## src/rtl/tour_pkg.sv

```systemverilog
// Shared definitions for the tour command player and its benches.
// Contents: FSM state encoding, error-code enum, positive-ack byte, Knight
// opcode/heading constants and a helper that packs a Knight move command.
package tour_pkg;

  typedef logic [2:0] state_t;

  localparam state_t ST_IDLE      = 3'd0;
  localparam state_t ST_ISSUE     = 3'd1;
  localparam state_t ST_WAIT_SNT  = 3'd2;
  localparam state_t ST_WAIT_RESP = 3'd3;
  localparam state_t ST_NEXT      = 3'd4;
  localparam state_t ST_DONE      = 3'd5;
  localparam state_t ST_ERR       = 3'd6;

  typedef enum logic [1:0] {
    ERR_NONE    = 2'd0,
    ERR_NAK     = 2'd1,
    ERR_TIMEOUT = 2'd2
  } err_code_e;

  localparam logic [7:0] POS_ACK = 8'hA5;

  // Knight command layout: {opcode[3:0], heading[7:0], squares[3:0]}
  localparam logic [3:0]  OP_CAL     = 4'h2;
  localparam logic [3:0]  OP_MOVE    = 4'h4;
  localparam logic [3:0]  OP_MOVE_FF = 4'h5;
  localparam logic [15:0] CAL_GYRO   = 16'h2000;

  localparam logic [7:0] NORTH = 8'h00;
  localparam logic [7:0] WEST  = 8'h3F;
  localparam logic [7:0] SOUTH = 8'h7F;
  localparam logic [7:0] EAST  = 8'hBF;

  function automatic logic [15:0] knight_cmd(input logic [3:0] op, input logic [7:0] hdg,
                                             input logic [3:0] sq);
    return {op, hdg, sq};
  endfunction

endpackage

```

## src/rtl/tour_cmd_player_if.sv

```systemverilog
// RemoteComm-style command handshake between the player and the UART side.
//   cmd      : command word (player -> RemoteComm)
//   snd_cmd  : one-cycle send strobe (player -> RemoteComm)
//   cmd_snt  : transmission finished (RemoteComm -> player)
//   resp_rdy : one-cycle response valid (RemoteComm -> player)
//   resp     : response byte (RemoteComm -> player)
interface tour_cmd_player_if #(
  parameter int unsigned CMD_W  = 16,
  parameter int unsigned RESP_W = 8
);
  logic [CMD_W-1:0]  cmd;
  logic              snd_cmd;
  logic              cmd_snt;
  logic              resp_rdy;
  logic [RESP_W-1:0] resp;

  modport master (output cmd, output snd_cmd, input cmd_snt, input resp_rdy, input resp);
  modport slave  (input cmd, input snd_cmd, output cmd_snt, output resp_rdy, output resp);
endinterface

```

## src/rtl/cmd_timeout_cnt.sv

```systemverilog
// Clear/enable up-counter that flags expiry after LIMIT enabled cycles.
//   clk, rst_n : clock, async active-low reset
//   i_clr      : synchronous clear to 0 (wins over i_en)
//   i_en       : count enable
//   o_expire   : high while enabled and the count sits at LIMIT-1
module cmd_timeout_cnt #(
  parameter int unsigned LIMIT = 50000000
) (
  input  logic clk,
  input  logic rst_n,
  input  logic i_clr,
  input  logic i_en,
  output logic o_expire
);
  localparam int unsigned W = (LIMIT > 1) ? $clog2(LIMIT) : 1;
  localparam logic [W-1:0] LAST = W'(LIMIT - 1);

  logic [W-1:0] r_cnt;

  // Saturates at LAST so a late state change cannot wrap past expiry.
  always_ff @(posedge clk or negedge rst_n) begin
    if (!rst_n) begin
      r_cnt <= '0;
    end else if (i_clr) begin
      r_cnt <= '0;
    end else if (i_en && (r_cnt != LAST)) begin
      r_cnt <= r_cnt + 1'b1;
    end
  end

  assign o_expire = i_en && (r_cnt == LAST);
endmodule

```

## src/rtl/tour_cmd_player.sv

```systemverilog
// Replays a stored list of Knight commands over the RemoteComm handshake,
// checking each response for a positive ack, with per-command timeout,
// bounded retry and abort.
//   clk, rst_n          : clock, async active-low reset
//   i_clr               : empty buffer and clear status (only when not busy)
//   i_wr_en, i_wr_data  : append a command (dropped while busy or full)
//   o_full, o_count     : buffer occupancy
//   i_start, i_abort    : begin playback from slot 0 / stop and go idle
//   rc                  : command/response handshake (master side)
//   o_busy, o_done, o_err, o_err_code, o_cur_idx : playback status
module tour_cmd_player
  import tour_pkg::*;
#(
  parameter int unsigned       DEPTH        = 32,
  parameter int unsigned       CMD_W        = 16,
  parameter int unsigned       RESP_W       = 8,
  parameter logic [RESP_W-1:0] ACK_VAL      = RESP_W'(POS_ACK),
  parameter int unsigned       TIMEOUT_CLKS = 50000000,
  parameter int unsigned       MAX_RETRY    = 2
) (
  input  logic                     clk,
  input  logic                     rst_n,
  input  logic                     i_clr,
  input  logic                     i_wr_en,
  input  logic [CMD_W-1:0]         i_wr_data,
  output logic                     o_full,
  output logic [$clog2(DEPTH):0]   o_count,
  input  logic                     i_start,
  input  logic                     i_abort,
  tour_cmd_player_if.master        rc,
  output logic                     o_busy,
  output logic                     o_done,
  output logic                     o_err,
  output logic [1:0]               o_err_code,
  output logic [$clog2(DEPTH)-1:0] o_cur_idx
);
  localparam int unsigned IW = $clog2(DEPTH);
  localparam int unsigned CW = IW + 1;
  localparam int unsigned RW = (MAX_RETRY > 0) ? $clog2(MAX_RETRY + 1) : 1;
  localparam logic [CW-1:0] DEPTH_C     = CW'(DEPTH);
  localparam logic [RW-1:0] MAX_RETRY_C = RW'(MAX_RETRY);

  state_t     r_state;
  logic [CMD_W-1:0] r_buf [DEPTH];
  logic [CW-1:0]    r_count;
  logic             r_full;
  logic [IW-1:0]    r_idx;
  logic [RW-1:0]    r_retry;
  logic             r_done;
  logic             r_err;
  err_code_e        r_err_code;
  logic [CMD_W-1:0] r_cmd;
  logic             r_snd;

  logic          w_idle_like;
  logic          w_busy;
  logic          w_clr_ok;
  logic          w_wr_ok;
  logic          w_last;
  logic          w_expire;
  logic [CW-1:0] w_count_nxt;

  assign w_idle_like = (r_state == ST_IDLE) || (r_state == ST_DONE) || (r_state == ST_ERR);
  assign w_busy      = !w_idle_like;
  assign w_clr_ok    = i_clr && w_idle_like;
  assign w_wr_ok     = i_wr_en && w_idle_like && !r_full && !i_clr;
  assign w_last      = ({1'b0, r_idx} == (r_count - 1'b1));

  always_comb begin
    w_count_nxt = r_count;
    if (w_clr_ok) begin
      w_count_nxt = '0;
    end else if (w_wr_ok) begin
      w_count_nxt = r_count + 1'b1;
    end
  end

  cmd_timeout_cnt #(
    .LIMIT (TIMEOUT_CLKS)
  ) u_tmo (
    .clk      (clk),
    .rst_n    (rst_n),
    .i_clr    (r_state == ST_ISSUE),
    .i_en     ((r_state == ST_WAIT_SNT) || (r_state == ST_WAIT_RESP)),
    .o_expire (w_expire)
  );

  // Command storage carries no reset; an empty count makes its contents moot.
  always_ff @(posedge clk) begin
    if (w_wr_ok) begin
      r_buf[r_count[IW-1:0]] <= i_wr_data;
    end
  end

  always_ff @(posedge clk or negedge rst_n) begin
    if (!rst_n) begin
      r_state    <= ST_IDLE;
      r_count    <= '0;
      r_full     <= 1'b0;
      r_idx      <= '0;
      r_retry    <= '0;
      r_done     <= 1'b0;
      r_err      <= 1'b0;
      r_err_code <= ERR_NONE;
      r_cmd      <= '0;
      r_snd      <= 1'b0;
    end else begin
      r_count <= w_count_nxt;
      r_full  <= (w_count_nxt == DEPTH_C);
      r_snd   <= 1'b0;
      if (i_abort && w_busy) begin
        r_state    <= ST_IDLE;
        r_done     <= 1'b0;
        r_err      <= 1'b0;
        r_err_code <= ERR_NONE;
      end else begin
        case (r_state)
          ST_IDLE, ST_DONE, ST_ERR: begin
            if (i_clr) begin
              r_state    <= ST_IDLE;
              r_done     <= 1'b0;
              r_err      <= 1'b0;
              r_err_code <= ERR_NONE;
              r_idx      <= '0;
            end else if (i_start) begin
              r_done     <= (r_count == '0);
              r_err      <= 1'b0;
              r_err_code <= ERR_NONE;
              r_idx      <= '0;
              r_retry    <= '0;
              r_state    <= (r_count == '0) ? ST_DONE : ST_ISSUE;
            end
          end
          ST_ISSUE: begin
            r_cmd   <= r_buf[r_idx];
            r_snd   <= 1'b1;
            r_state <= ST_WAIT_SNT;
          end
          ST_WAIT_SNT, ST_WAIT_RESP: begin
            // Progress events win over a same-cycle expiry.
            if ((r_state == ST_WAIT_SNT) && rc.cmd_snt) begin
              r_state <= ST_WAIT_RESP;
            end else if ((r_state == ST_WAIT_RESP) && rc.resp_rdy) begin
              if (rc.resp == ACK_VAL) begin
                r_state <= ST_NEXT;
              end else begin
                r_state    <= ST_ERR;
                r_err      <= 1'b1;
                r_err_code <= ERR_NAK;
              end
            end else if (w_expire) begin
              if (r_retry < MAX_RETRY_C) begin
                r_retry <= r_retry + 1'b1;
                r_state <= ST_ISSUE;
              end else begin
                r_state    <= ST_ERR;
                r_err      <= 1'b1;
                r_err_code <= ERR_TIMEOUT;
              end
            end
          end
          ST_NEXT: begin
            if (w_last) begin
              r_state <= ST_DONE;
              r_done  <= 1'b1;
            end else begin
              r_idx   <= r_idx + 1'b1;
              r_retry <= '0;
              r_state <= ST_ISSUE;
            end
          end
          default: r_state <= ST_IDLE;
        endcase
      end
    end
  end

  assign rc.cmd     = r_cmd;
  assign rc.snd_cmd = r_snd;

  assign o_full     = r_full;
  assign o_count    = r_count;
  assign o_busy     = w_busy;
  assign o_done     = r_done;
  assign o_err      = r_err;
  assign o_err_code = r_err_code;
  assign o_cur_idx  = r_idx;
endmodule

```

## src/flat_wrapper.sv

```systemverilog
// flat-port wrapper written by rule: the top's interface ports become plain ports
module tour_cmd_player_flat import tour_pkg::*;
#(
  parameter int unsigned       DEPTH        = 32,
  parameter int unsigned       CMD_W        = 16,
  parameter int unsigned       RESP_W       = 8,
  parameter logic [RESP_W-1:0] ACK_VAL      = RESP_W'(POS_ACK),
  parameter int unsigned       TIMEOUT_CLKS = 50000000,
  parameter int unsigned       MAX_RETRY    = 2
)
  (clk, rst_n, i_clr, i_wr_en, i_wr_data, o_full, o_count, i_start, i_abort, o_busy, o_done, o_err, o_err_code, o_cur_idx, rc_cmd, rc_snd_cmd, rc_cmd_snt, rc_resp_rdy, rc_resp);
  tour_cmd_player_if #(.CMD_W(CMD_W), .RESP_W(RESP_W)) rc_i ();
  input  logic clk;
  input  logic rst_n;
  input  logic i_clr;
  input  logic i_wr_en;
  input  logic [CMD_W-1:0] i_wr_data;
  output logic o_full;
  output logic [$clog2(DEPTH):0] o_count;
  input  logic i_start;
  input  logic i_abort;
  output logic o_busy;
  output logic o_done;
  output logic o_err;
  output logic [1:0] o_err_code;
  output logic [$clog2(DEPTH)-1:0] o_cur_idx;
  output wire logic [$bits(rc_i.cmd)-1:0] rc_cmd;
  output wire logic [$bits(rc_i.snd_cmd)-1:0] rc_snd_cmd;
  input wire logic [$bits(rc_i.cmd_snt)-1:0] rc_cmd_snt;
  input wire logic [$bits(rc_i.resp_rdy)-1:0] rc_resp_rdy;
  input wire logic [$bits(rc_i.resp)-1:0] rc_resp;
  assign rc_cmd = rc_i.cmd;
  assign rc_snd_cmd = rc_i.snd_cmd;
  assign rc_i.cmd_snt = rc_cmd_snt;
  assign rc_i.resp_rdy = rc_resp_rdy;
  assign rc_i.resp = rc_resp;
  tour_cmd_player #(.DEPTH(DEPTH), .CMD_W(CMD_W), .RESP_W(RESP_W), .ACK_VAL(ACK_VAL), .TIMEOUT_CLKS(TIMEOUT_CLKS), .MAX_RETRY(MAX_RETRY)) u_core (.clk(clk), .rst_n(rst_n), .i_clr(i_clr), .i_wr_en(i_wr_en), .i_wr_data(i_wr_data), .o_full(o_full), .o_count(o_count), .i_start(i_start), .i_abort(i_abort), .rc(rc_i), .o_busy(o_busy), .o_done(o_done), .o_err(o_err), .o_err_code(o_err_code), .o_cur_idx(o_cur_idx));
endmodule
```

## config.mk

```make
export PLATFORM = sky130hd
export DESIGN_NAME = tour_cmd_player_flat
export DESIGN_NICKNAME = d
export VERILOG_FILES = /design/src/rtl/tour_pkg.sv /design/src/rtl/tour_cmd_player_if.sv /design/src/rtl/cmd_timeout_cnt.sv /design/src/rtl/tour_cmd_player.sv /design/src/flat_wrapper.sv
export SDC_FILE = /design/constraint.sdc
export NUM_CORES = 1
export LEC_CHECK = 0
export CORE_MARGIN = 1.5
export CORE_UTILIZATION = 49
export DETAILED_ROUTE_END_ITERATION = 8
export GPL_TIMING_DRIVEN = 0
export PLACE_DENSITY = 0.69
export SYNTH_ARGS = -nofsm -noshare
export SYNTH_HDL_FRONTEND = slang
export SYNTH_SLANG_ARGS = --single-unit
```

## constraint.sdc

```tcl
create_clock -name clk -period 2.45 [get_ports clk]
set_input_delay 0.49 -clock clk [delete_from_list [all_inputs] [get_ports clk]]
set_output_delay 0.49 -clock clk [all_outputs]
set_load 0.01 [all_outputs]
```

Yosys cells after proc, flatten, opt, wreduce, memory -nomap -nowiden
Memory sizes are Yosys's and may differ from the RTL's. A register that Yosys moved wholly into a read port is not among the register bits.
Cells that the tools add are included.
Widths: inputs -> output; s select.
{"block": "op_classes", "n_addsub": 5, "eq_ne": 26, "mux": 53, "magnitude_cmp": 1, "n_bitwise": 1, "n_reduce_logical": 31}
{"op": "$mux 26", "n": 2}
{"op": "$mux 2", "n": 15}
{"op": "$mux 3", "n": 9}
{"op": "$add 26x1->26 const B", "n": 1}
{"op": "$eq 26x26->1 const B", "n": 1}
{"op": "$ne 26x26->1 const B", "n": 1}
{"op": "$mux 1", "n": 16}
{"op": "$mux 5", "n": 3}
{"op": "$mux 6", "n": 2}
{"op": "$ne 2x2->1 const B", "n": 6}
{"op": "$pmux 3 s4", "n": 1}
{"op": "$pmux 5 s2", "n": 1}
{"op": "$eq 3x3->1 const B", "n": 3}
{"op": "$logic_and 1x1->1", "n": 9}
{"op": "$reduce_and 9->1", "n": 1}
{"op": "$reduce_bool 3->1", "n": 3}
{"op": "$eq 8x8->1 const B", "n": 1}
{"op": "$ne 4x2->1 const B", "n": 2}
{"op": "$ne 4x3->1 const B", "n": 2}
{"op": "$add 6x1->6 const B", "n": 1}
{"op": "$eq 3x2->1 const B", "n": 2}
{"op": "$eq 5x6->1", "n": 1}
{"op": "$eq 6x6->1 const B", "n": 1}
{"op": "$logic_not 6->1", "n": 1}
{"op": "24 further kinds", "n": 32}
{"block": "word_totals", "n_memories": 1, "mem_bits_rw": 512, "regBits": 48}
{"name": "u_core.r_buf", "words": 32, "word_bits": 16, "read_ports": 1, "rd_ports_with_merged_regs": 1, "wr": 1, "line_no": "tour_cmd_player.sv:44", "rtl": "logic [CMD_W-1:0] r_buf [DEPTH];"}

Depth between registers and ports, before layout
Gate-level depths: netlist of the first run.
{"block": "logic_depth", "depth_word": 9, "depth_mapped": 10}

Cells and area by module
From an unflattened synthesis of the first run, not the netlist that was laid out.
{"block": "hier_totals", "hier_cells": 1245, "hier_area_um2": 23286.1}
{"mod": "tour_cmd_player", "seq_area_each_um2": 16325.7, "cells_each": 1096, "n_inst": 1, "area_each_um2": 21829.7}
{"mod": "cmd_timeout_cnt", "seq_area_each_um2": 650.6, "cells_each": 149, "n_inst": 1, "area_each_um2": 1456.4}

Least setup slack after synthesis of the first run
OpenSTA, ideal clock, no wires.
{"block": "synth_timing", "path_kind": "flip-flop to flip-flop", "start": "register u_core.r_state[1]", "end": "memory u_core.r_buf[21][0] (enable)", "path_buffers": 1, "path_slack_ns": -0.150, "arrival_ns": 2.212, "required_time_ns": 2.062, "stages_incl_launch_ff": 8, "cell_sequence": "dfrtp_1 > buf_4 > xor2_1 > a21o_2 > inv_2 > nor3_4 > nand2_1 > nor2_1"}
{"block": "synth_between", "elab_chain_len": 8}
{"element": "from (decl)", "line_no": "tour_cmd_player.sv:43", "rtl": "state_t r_state;"}
{"element": "from (signal assigned)", "line_no": "tour_cmd_player.sv:131", "rtl": "r_state <= (r_count == '0) ? ST_DONE : ST_ISSUE;"}
{"element": "$eq 3x3->1 / $logic_not 3->1 (equally long branches)", "line_no": "tour_cmd_player.sv:63", "rtl": "assign w_idle_like = (r_state == ST_IDLE) || (r_state == ST_DONE) || (r_state == ST_ERR);"}
{"element": "$logic_or 1x1->1", "line_no": "tour_cmd_player.sv:63"}
{"element": "$logic_or 1x1->1 *", "line_no": "tour_cmd_player.sv:63"}
{"element": "$logic_and 1x1->1 * (3 in a row)", "line_no": "tour_cmd_player.sv:66", "rtl": "assign w_wr_ok = i_wr_en && w_idle_like && !r_full && !i_clr;"}
{"element": "$mux 1 *", "line_no": "tour_cmd_player.sv:90", "rtl": "if (w_wr_ok) begin"}
{"element": "$mux 1 (not written as such) *", "line_no": "tour_cmd_player.sv:91", "rtl": "r_buf[r_count[IW-1:0]] <= i_wr_data;"}
{"element": "to (decl)", "line_no": "tour_cmd_player.sv:44"}
Mark *: on every way between the ends. The rest lies on a longest branch, timed or not.

==> summary.md, run 1 <==
| Metric | Value |
|---|---|
| Total wire length | 58.1 mm |
| Residual DRC | 0 |
| Total global routing overflow | 0 |
| EDFF count, synth | 512 |
| Req. time, crit path | 2.95 ns |
| Clk root buf | clkbuf_16 |
| Arrival @ worst endpoint | 2.92 ns |
| Mapped cell area | 23300 µm² |
| Reg2reg start | u_core.o_cur_idx[2]$_DFFE_PN0P_ |
| Min-delay worst type | input port to async pin |
| Worst skew pair latency | 0.62 ns |
| WL/cell | 27.2 µm |
| Max Cap Viol | 0 |
| Vias per Instance | 6.22 |
| Vias | 13300 |
| R2R depth | 7 |
| Synthesized area per cell | 17.7 µm² |
| Fillers | 3363 |
| Final critical-path share of the clock period | 98.8% |
| Setup_tns | 0 ns |
| Initial antenna violation count | 1 |
| GRT Util Overall | 23.7% |
| Dominant synthesized flop cell | edfxtp_1 |
| FF+latch count, synth | 576 |
| Post-route non-filler standard cell count | 2138 |
| Syn nets | 1354 |
| Ports | 66 |
| CTS sink cnt | 576 |
| Starting Density | 49.9% |
| Setup crit end kind | flip-flop |
| Flop-to-flop setup slack | 0.03 ns |
| Drt first-iter violations | 1655 |
| Min Clock Period, post-route | 2.42 ns |
| Fin nets | 1523 |
| Syn-to-layout area delta | 19.6% |
| Final setup skew | 0.0253 ns |
| # H-tree levels | 2 |
| Post-synthesis sequential area ratio | 72.8% |
| Pleak | 8.96 nW |
| Clock buffer count from CTS | 56 |
| Status | complete, no violations |
| Max transition margin | 10.9% |
| Largest net degree at the start of global routing | 65 |
| Final HPWL DP | 37.4 mm |
| DP Cell Count | 2016 |
| Cell Rows | 79 |
| Synth Instances | 1316 |
| Core area | 46800 µm² |
| Share of post-route cells with drive strength above 1 | 24.6% |
| Die ar. | 48900 µm² |
| I/O Buffers | 63 |
| Commonest non-fill, non-tap cell in the layout | edfxtp_1 |
| GPL Wtd Cong | 0.871 |
| F_max | 413 MHz |
| First-pass GRT wire length | 85.3 mm |
| Clock-pin slew on the worst setup and hold paths | 0.07 ns |
| Vias in the first global route | 13100 |
| Most frequent cells in the layout | edfxtp_1, mux4_2, mux2i_1, nor2_1, clkdlybuf4s50_1 |
| Ys Warns | 0 |
| Reg2reg end | u_core.rc.cmd[2]$_DFFE_PN0P_ |
| Kind of critical path | flip-flop to flip-flop |
| Critical path startpoint category | flip-flop |
| Final Hold Fails | 0 |
| PnR Total Power | 23.9 mW |
| Die Span X | 221 µm |
| Synth async-reset ratio | 11.1% |
| P per Cell Area | 857 nW/µm² |
| First-pass detailed-route iteration total | 8 |
| Max Slew Vio Count | 0 |
| DRT antenna net count | 0 |
| Yosys cell types | 77 |
| Max clock buf depth | 3 |
| Worst-Margin Slew | 1.33 ns |
| Final setup violation count | 0 |
| CP Max Fanout | 10 |
| Chip height | 221 µm |
| CTS tree | built |
| VDD IR max | 0.647 mV |
## metrics by stage
stage / worst slack [ns] / hold slack (ns) / utilization [%] / instance area [µm²]
finish: 0.0287 / 0.00455 / 59.7 / 27900
global route: -0.00175 / 0.0591 / 59.7 / 27900
CTS: -0.0113 / 0.0146 / 59.2 / 27700
detailed placement: -0.988 / 0.481 / 54.1 / 25300
global placement: -1.43 / 0.470 / 52.9 / 24700
floorplan: -0.150 / 0.194 / - / 23300
## worst max-delay path by stage
| stage | from | to | slack, ns | depth (start not counted) |
|---|---|---|---|---|
| 6_report | u_core.o_cur_idx[2]$_DFFE_PN0P_ | u_core.rc.cmd[2]$_DFFE_PN0P_ | 0.03 | 7 |
| 5_1_grt | u_core.o_cur_idx[2]$_DFFE_PN0P_ | u_core.rc.cmd[1]$_DFFE_PN0P_ | -0.002 | 9 |
| 4_1_cts | u_core.o_cur_idx[0]$_DFFE_PN0P_ | u_core.rc.cmd[1]$_DFFE_PN0P_ | -0.01 | 10 |
| 3_5_place_dp | u_core.o_cur_idx[0]$_DFFE_PN0P_ | u_core.rc.cmd[2]$_DFFE_PN0P_ | -0.99 | 10 |
| 3_3_place_gp | rst_n | u_core.rc.cmd[5]$_DFFE_PN0P_ | -1.43 | 1 |
| 2_1_floorplan | u_core.r_state[1]$_DFFE_PN0P_ | u_core.r_buf[21][0]$_DFFE_PP_ | -0.15 | 7 |
## repair_timing
action / CTS / global route
setup buffers: 12 / 8
gates resized for setup: 125 / 46
setup endpoints to repair: 534 / 154
pin swaps: 20 / 10
hold buffers: 0 / 0
## power by group
| group | internal (mW) | switching (mW) | leakage (nW) |
|---|---|---|---|
| logic | 1.85 | 2.32 | 2.66 |
| registers | 11.0 | 0.263 | 5.44 |
| clock network | 4.82 | 3.65 | 0.859 |
| total | 17.7 | 6.23 | 8.96 |
## cell families (layout without fill, tap and decap cells)
| kind of cell | Yosys count | in the layout | synth area share, % |
|---|---|---|---|
| DFF | 576 | 576 | 72.8 |
| adders and majority gates | 7 | 7 | 0.365 |
| and+or+nand+nor | 249 | 249 | 5.50 |
| other | 0 | 2 | 0 |
| muxes | 199 | 199 | 13.7 |
| xor gates and xnor gates | 32 | 32 | 1.20 |
| buffers and inverters | 84 | 297 | 1.73 |
| AOI/OAI and AO/OA | 169 | 169 | 4.76 |
## flip-flops by register name (all words and copies together), names as in the netlist
signal,cells
u_core.o_err,1
u_core.o_cur_idx,5
u_core.o_full,1
u_core.o_count,6
u_core.r_buf,512
u_core.rc.snd_cmd,1
u_core.r_retry,2
u_core.rc.cmd,16
u_core.u_tmo.r_cnt,26
u_core.o_done,1
u_core.r_state,3
u_core.o_err_code,2
## synth_stat cells, types with 12 or more instances
| master | count | share of area [%] |
|---|---|---|
| mux4_2 | 95 | 9.2 |
| a21oi_1 | 31 | 0.66 |
| mux2i_1 | 96 | 4.1 |
| buf_4 | 13 | 0.42 |
| o21ai_0 | 45 | 0.97 |
| nor2_1 | 96 | 1.5 |
| xnor2_1 | 12 | 0.45 |
| nand4_1 | 14 | 0.38 |
| o22ai_1 | 23 | 0.62 |
| xor2_1 | 20 | 0.75 |
| nand3_1 | 16 | 0.34 |
| clkbuf_1 | 40 | 0.64 |
| buf_2 | 14 | 0.30 |
| edfxtp_1 | 512 | 66 |
| nand2_1 | 42 | 0.68 |
| dfrtp_1 | 64 | 6.9 |
| nor3_1 | 17 | 0.36 |
## routing by layer
layer / up-vias / share of wire (%) / GRT usage (%) / wire length, µm
met5: - / 0 / 0 / 0
met4: 0 / 2.1 / 6.72 / 1240
met3: 108 / 9.5 / 5.17 / 5550
met2: 718 / 48 / 38.0 / 28100
met1: 6851 / 40 / 32.9 / 23200
li1: 5616 / - / - / -
## critical path, stage by stage (launching register included)
cell and delay [ns]:
dfrtp_1 0.38, buf_2 0.27, clkbuf_2 0.38, clkbuf_4 0.41, mux2i_1 0.39, o21ai_0 0.16, nor3_1 0.22, nor2_1 0.08
## area by class of cell
type / count / area [µm²] / area share [%]
flip-flops and latches: 576 / 17000 / 60.9
multi-input cells: 656 / 6400 / 22.9
clock buffers: 78 / 1500 / 5.39
repair buffers: 113 / 1390 / 4.97
well taps: 607 / 759 / 2.72
plain buffers: 72 / 543 / 1.95
clock inverters: 24 / 284 / 1.02
inverters: 10 / 40.0 / 0.143
diodes: 2 / 5.00 / 0.0179
Power figures use the tool's default switching activity.
==> run 2: changes to the inputs <==
--- a/config.mk
+++ b/config.mk
@@ -10,6 +10,7 @@
 export DETAILED_ROUTE_END_ITERATION = 8
 export GPL_TIMING_DRIVEN = 0
 export PLACE_DENSITY = 0.69
+export SLEW_MARGIN = 20
 export SYNTH_ARGS = -nofsm -noshare
 export SYNTH_HDL_FRONTEND = slang
 export SYNTH_SLANG_ARGS = --single-unit
==> run 2 against run 1 <==
The run now ends with negative setup slack left. Die area did not move. Worst hold slack gained 0.28 ns. Cell count rose by 0.94%. Via count barely moved. Critical path type unchanged.
==> summary.md, run 2 (same netlist as run 1, synthesis figures left out) <==
| Metric | Value |
|---|---|
| Fin nets | 1541 (+1.2%) |
| Share of post-route cells with drive strength above 1 | 26.3% (+1.7 points) |
| DP Cell Count | 2010 (-0.30%) |
| Crit-path cells | buf_4 > buf_4 > clkbuf_4 > mux4_2 > mux2i_1 > o21ai_0 > o21ai_2 > nor2_1 |
| DRT antenna net count | 0 (unchanged) |
| PnR Total Power | 23.8 mW (-0.49%) |
| Setup crit end kind | flip-flop |
| CP dominant cell by count | buf_4 |
| GPL Wtd Cong | 0.871 (unchanged) |
| Die ar. | 48900 µm² (unchanged) |
| CTS tree | built |
| GRT Util Overall | 23.8% (+0.081 points) |
| Multi-input logic area | 6390 µm² (-0.21%) |
| Ports | 66 (unchanged) |
| Die Span X | 221 µm (unchanged) |
| P per Cell Area | 852 nW/µm² (-0.52%) |
| Vias | 13300 (+0.090%) |
| Clk root buf | clkbuf_16 |
| Critical path startpoint category | flip-flop |
| Starting Density | 49.9% (unchanged) |
| First-pass detailed-route iteration total | 5 (-3) |
| Largest register FFs | 512 (unchanged) |
| I/O Buffers | 63 (unchanged) |
| Failing checks | negative setup slack |
| Initial antenna violation count | 5 (+4) |
| Status | complete, but fails checks |
| F_max | 406 MHz (-1.7%) |
| Worst-Margin Slew | 1.13 ns (-0.198 ns) |
| Max transition margin | 24.2% (+13 points) |
| # H-tree levels | 2 (unchanged) |
| Most frequent cells in the layout | edfxtp_1, mux4_2, mux2i_1, nor2_1, dfrtp_1 |
| CP max stage cell | dfrtp_1 |
| Core area | 46800 µm² (unchanged) |
| Setup_tns | -0.0122 ns (-0.0122 ns) |
| Clock-pin slew on the worst setup and hold paths | 0.07 ns (about the same) |
| Final setup violation count | 1 (+1) |
| Commonest non-fill, non-tap cell in the layout | edfxtp_1 |
| Post-route non-filler standard cell count | 2158 (+0.94%) |
| WL/cell | 26.9 µm (-0.91%) |
| Req. time, crit path | 2.94 ns (about the same) |
| Final core utilization | 59.7% (about the same) |
| Largest net degree at the start of global routing | 48 (-26%) |
| Clock buffer count from CTS | 55 (-1.8%) |
| Seq. cell area | 17000 µm² (unchanged) |
| CP Max Fanout | 10 (unchanged) |
| Hold_ws | 0.289 ns (+0.285 ns) |
| Arrival @ worst endpoint | 2.95 ns (+0.03 ns) |
| Crit path max-delay family | buffers and inverters |
| Final HPWL DP | 37.3 mm (-0.17%) |
| Total wire length | 58.1 mm (about the same) |
| Final critical-path share of the clock period | 100% (+1.7 points) |
| Max Cap Viol | 0 (unchanged) |
| CTS sink cnt | 576 (unchanged) |
| Vias per Instance | 6.17 (-0.84%) |
| Min Clock Period, post-route | 2.46 ns (+0.0409 ns) |
| Max Slew Vio Count | 0 (unchanged) |
| VDD IR max | 0.647 mV (about the same) |
| Chip height | 221 µm (unchanged) |
| Min-delay worst type | input port to async pin |
| Slowest Stage Delay on Critical Path | 0.40 ns (about the same) |
| Syn-to-layout area delta | 19.6% (about the same) |
| Vias in the first global route | 13000 (-0.76%) |
| Post-route setup slack | -0.0122 ns (-0.0409 ns) |
| Final Hold Fails | 0 (unchanged) |
| Max clock buf depth | 3 (unchanged) |
| Kind of critical path | flip-flop to flip-flop |
| Total global routing overflow | 0 (unchanged) |
| Drt first-iter violations | 1521 (-8.1%) |
| Pleak | 9.03 nW (+0.76%) |
| Worst skew pair latency | 0.62 ns (about the same) |
| First-pass GRT wire length | 85.1 mm (-0.24%) |
| Residual DRC | 0 (unchanged) |
| Final setup skew | 0.0249 ns (-0.000398 ns) |
| Worst Path Buf+Inv | 3 (unchanged) |
| Fillers | 3354 (-0.27%) |
| Cell Rows | 79 (unchanged) |
[run 2: cell count changes in the layout (fill, tap and decap cells not counted), moves of 3 or more]
cell / change
buf_4: +21
buf_2: +16
clkdlybuf4s50_1: -14
buf_8: -12
buf_6: +9
clkbuf_1: -9
clkinv_1: +9
buf_12: +5
clkbuf_2: -5
nor2_2: -5
nor2_4: +5
buf_16: -3
inv_6: +3
[run 2: area by class of cell]
| type | instances | share of cell area, % |
|---|---|---|
| Clock buffer | 66 | 5.15 |
| Antenna cell | 2 | 0.0179 |
| Timing Repair Buffer | 132 | 5.13 |
| Tap cell | 607 | 2.72 |
| Sequential cell | 576 | 60.8 |
| Inverter | 10 | 0.143 |
| Clock inverter | 37 | 1.24 |
| Buffer | 72 | 1.87 |
| Multi-Input combinational cell | 656 | 22.9 |
[run 2: metal layers]
| metal | up-vias | share of wire [%] | GRT usage, % |
|---|---|---|---|
| li1 | 5663 | - | - |
| met1 | 6793 | 40 | 32.7 |
| met2 | 738 | 48 | 37.5 |
| met3 | 107 | 9.9 | 5.90 |
| met4 | 4 | 2.7 | 7.68 |
| met5 | - | 0.046 | 0 |
[run 2: report_power, final]
part | internal (mW) | leakage [nW] | switching (mW)
combinational | 1.82 | 2.71 | 2.32
sequential | 11.0 | 5.44 | 0.258
clock | 4.74 | 0.868 | 3.66
total | 17.6 | 9.03 | 6.23
[run 2: path summary, 6_finish.rpt]
| check | start | to | slack [ns] | cells after the start |
|---|---|---|---|---|
| max | u_core.o_cur_idx[1]$_DFFE_PN0P_ | u_core.rc.cmd[12]$_DFFE_PN0P_ | -0.01 | 8 |
| min | rst_n | u_core.u_tmo.r_cnt[2]$_DFFE_PN0P_ | 0.29 | 2 |
| max reg2reg | u_core.o_cur_idx[1]$_DFFE_PN0P_ | u_core.rc.cmd[12]$_DFFE_PN0P_ | -0.01 | 8 |
| min reg2reg | u_core.r_retry[0]$_DFFE_PN0P_ | u_core.r_retry[0]$_DFFE_PN0P_ | 0.48 | 1 |
| max in group asynchronous | rst_n | u_core.o_cur_idx[3]$_DFFE_PN0P_ | 1.59 | 3 |
| min in group clk | i_wr_data[3] | u_core.r_buf[18][3]$_DFFE_PP_ | 0.41 | 1 |
[run 2: metrics by stage]
| stage | cell area [µm²] | setup WS [ns] |
|---|---|---|
| 6_report | 27900 | -0.0122 |
| 2_1_floorplan | 23300 | -0.150 |
| 5_1_grt | 27900 | -0.00469 |
| 4_1_cts | 27700 | 0.00396 |
| 3_5_place_dp | 25200 | -0.967 |
| 3_3_place_gp | 24700 | -1.43 |
[run 2: what timing repair did]
action / 4_1_cts / 5_1_grt
setup buffers: 28 / 16
pin swaps: 26 / 12
hold endpoints to repair: 17 / 0
gates resized for setup: 128 / 39
endpoints found under the setup margin: 535 / 155
hold buffers: 1 / 0
==> run 3: changes to the inputs <==
--- a/config.mk
+++ b/config.mk
@@ -5,11 +5,12 @@
 export SDC_FILE = /design/constraint.sdc
 export NUM_CORES = 1
 export LEC_CHECK = 0
-export CORE_MARGIN = 1.5
+export CORE_MARGIN = 2
 export CORE_UTILIZATION = 49
 export DETAILED_ROUTE_END_ITERATION = 8
+export DONT_BUFFER_PORTS = 1
 export GPL_TIMING_DRIVEN = 0
-export PLACE_DENSITY = 0.69
+export PLACE_DENSITY = 0.67
 export SLEW_MARGIN = 20
 export SYNTH_ARGS = -nofsm -noshare
 export SYNTH_HDL_FRONTEND = slang
==> run 3 against run 2 <==
The run now ends clean. Cell count decreased by 1.4%. Sequential share of layout area hardly changed. First-iteration DRC count up 9.9%. Routed wire length increased by 1.1%. Cell area about the same. Clock skew down 0.0025 ns. Combinational power down 5.1%. Total power fell by 1.3%. Non-clock buffer count down 29. Maximum frequency grew 2.4%. Critical endpoint unchanged.
==> summary.md, run 3 (same netlist as run 1, synthesis figures left out) <==
| Metric | Value |
|---|---|
| Status | complete, no violations |
| Vias | 13100 (-1.5%) |
| Place WS | -1.01 ns (-0.0436 ns) |
| Cell area after placement | 24500 µm² (-2.5%) |
| First-pass detailed-route iteration total | 6 (+1) |
| Setup_tns | 0 ns (+0.0122 ns) |
| Clk root buf | clkbuf_16 |
| Fin nets | 1512 (-1.9%) |
| Max clock buf depth | 3 (unchanged) |
| Final Hold Fails | 0 (unchanged) |
| Vias per Instance | 6.16 (-0.15%) |
| Min-delay worst type | input port to flip-flop |
| Chip height | 222 µm (+0.45%) |
| Hold_ws | 0.174 ns (-0.115 ns) |
| Cell Rows | 79 (unchanged) |
| GPL Wtd Cong | 0.859 (-1.4%) |
| Reported net switching power | 6.16 mW (-1.1%) |
| Setup crit end kind | flip-flop |
| Vias in the first global route | 12900 (-0.83%) |
| Max transition margin | 44.5% (+20 points) |
| Worst-Margin Slew | 0.833 ns (-0.301 ns) |
| Net Sw Frac | 26.3% (+0.056 points) |
| GRT Util Overall | 23.9% (+0.12 points) |
| Clock buffer count from CTS | 55 (unchanged) |
| Setup repair after global routing missed its margin | true |
| Final core utilization | 59.7% (about the same) |
| Total wire length | 58.7 mm (+1.1%) |
| Combinational share of power | 16.7% (-0.7 points) |
| I/O Buffers | 0 (-100%) |
| Final HPWL DP | 36.8 mm (-1.3%) |
| Largest net degree at the start of global routing | 65 (+35%) |
| Share of post-route cells with drive strength above 1 | 28.3% (+2.0 points) |
| Commonest non-fill, non-tap cell in the layout | edfxtp_1 |
| Design area | 27900 µm² (about the same) |
| DP Cell Count | 1947 (-3.1%) |
| Critical path startpoint category | flip-flop |
| Ports | 66 (unchanged) |
| Residual DRC | 0 (unchanged) |
| First-pass GRT wire length | 85.8 mm (+0.76%) |
| # H-tree levels | 2 (unchanged) |
| Final critical-path share of the clock period | 98.2% (-2.3 points) |
| F_max | 416 MHz (+2.4%) |
| Clock-pin slew on the worst setup and hold paths | 0.06 ns (about the same) |
| Fillers | 3337 (-0.51%) |
| P_int | 17.3 mW (-1.4%) |
| Post-route setup slack | 0.0451 ns (+0.0573 ns) |
| Req. time, crit path | 2.99 ns (+0.05 ns) |
| Arrival @ worst endpoint | 2.95 ns (about the same) |
| Max Cap Viol | 0 (unchanged) |
| Starting Density | 49.9% (unchanged) |
| CTS sink cnt | 576 (unchanged) |
| Most frequent cells in the layout | edfxtp_1, mux4_2, mux2i_1, nor2_1, dfrtp_1 |
| Syn-to-layout area delta | 19.7% (about the same) |
| Final setup violation count | 0 (-1) |
| Multi-input logic area | 6510 µm² (+1.9%) |
| Kind of critical path | flip-flop to flip-flop |
| Clock group share of total power | 35.0% (-0.3 points) |
| Initial antenna violation count | 2 (-3) |
| PnR Total Power | 23.5 mW (-1.3%) |
| Die ar. | 49400 µm² (+0.91%) |
| Largest register FFs | 512 (unchanged) |
| Pleak | 9.04 nW (+0.12%) |
| Worst skew pair latency | 0.62 ns (about the same) |
| CP Max Fanout | 10 (unchanged) |
| CTS tree | built |
| P per Cell Area | 841 nW/µm² (-1.4%) |
| Drt first-iter violations | 1671 (+9.9%) |
| Post-route non-filler standard cell count | 2128 (-1.4%) |
| DRT antenna net count | 0 (unchanged) |
| Core area | 46800 µm² (unchanged) |
| Final setup skew | 0.0225 ns (-0.00246 ns) |
| Total global routing overflow | 0 (unchanged) |
| Die Span X | 222 µm (+0.45%) |
| WL/cell | 27.6 µm (+2.5%) |
| Sequential share of power | 48.3% (+1.0 points) |
| Max Slew Vio Count | 0 (unchanged) |
| Min Clock Period, post-route | 2.40 ns (-0.0573 ns) |
| VDD IR max | 0.755 mV (+17%) |
| Seq. cell area | 17000 µm² (unchanged) |
-- run 3: timing repair --
item | 4_1_cts | 5_1_grt
hold buffers | 18 | 0
buffers inserted | 36 | 24
endpoints found under the setup margin | 538 | 319
pin swaps | 30 | 13
resized for setup | 142 | 60
cloned | 0 | 0
endpoints found under the hold margin | 576 | 0
-- run 3: final timing paths --
path / to / startpoint / depth (start not counted) / slack (ns)
worst min-delay path: u_core.r_buf[19][4]$_DFFE_PP_ / i_wr_data[4] / 1 / 0.17
worst min register to register: u_core.r_retry[0]$_DFFE_PN0P_ / u_core.r_retry[0]$_DFFE_PN0P_ / 1 / 0.48
worst max register to register: u_core.rc.cmd[12]$_DFFE_PN0P_ / u_core.o_cur_idx[2]$_DFFE_PN0P_ / 9 / 0.05
worst max-delay path: u_core.rc.cmd[12]$_DFFE_PN0P_ / u_core.o_cur_idx[2]$_DFFE_PN0P_ / 9 / 0.05
min in group asynchronous: u_core.rc.cmd[15]$_DFFE_PN0P_ / rst_n / 2 / 0.47
max in group asynchronous: u_core.o_count[0]$_DFF_PN0_ / rst_n / 2 / 1.69
-- run 3: worst max-delay path, stage by stage, from the launching register on --
cell and delay [ns]:
dfrtp_1 0.43, buf_2 0.23, or3b_2 0.48, clkbuf_1 0.16
clkbuf_4 0.24, o221ai_1 0.38, a21oi_1 0.07, o21ai_0 0.12
o21ai_2 0.14, nor2_1 0.11
-- run 3: area by class of cell --
type                    instances  area share [%]
clock inverters                22           0.820
flip-flops and latches        576            60.8
well taps                     607            2.72
plain buffers                  73            2.16
multi-input cells             656            23.3
diodes                          1         0.00896
clock buffers                  81            5.31
repair buffers                102            4.73
inverters                      10           0.134
-- run 3: power by group through the flow --
stage	Clock (mW)	Sequential (mW)	Combinational, mW
floorplan	0	11.4	2.31
global placement	0	11.5	3.08
detailed placement	0	11.5	3.15
CTS	8.31	11.3	3.71
global route	8.72	11.3	4.20
finish	8.21	11.3	3.93
-- run 3: layer usage --
layer | vias to the layer above | wire length (µm) | GRT usage, % | part of all wire [%]
li1 | 5615 | - | - | -
met1 | 6742 | 23300 | 33.1 | 40
met2 | 652 | 28200 | 37.5 | 48
met3 | 90 | 5740 | 5.51 | 9.8
met4 | 2 | 1490 | 8.30 | 2.5
met5 | - | 13 | 0 | 0.022
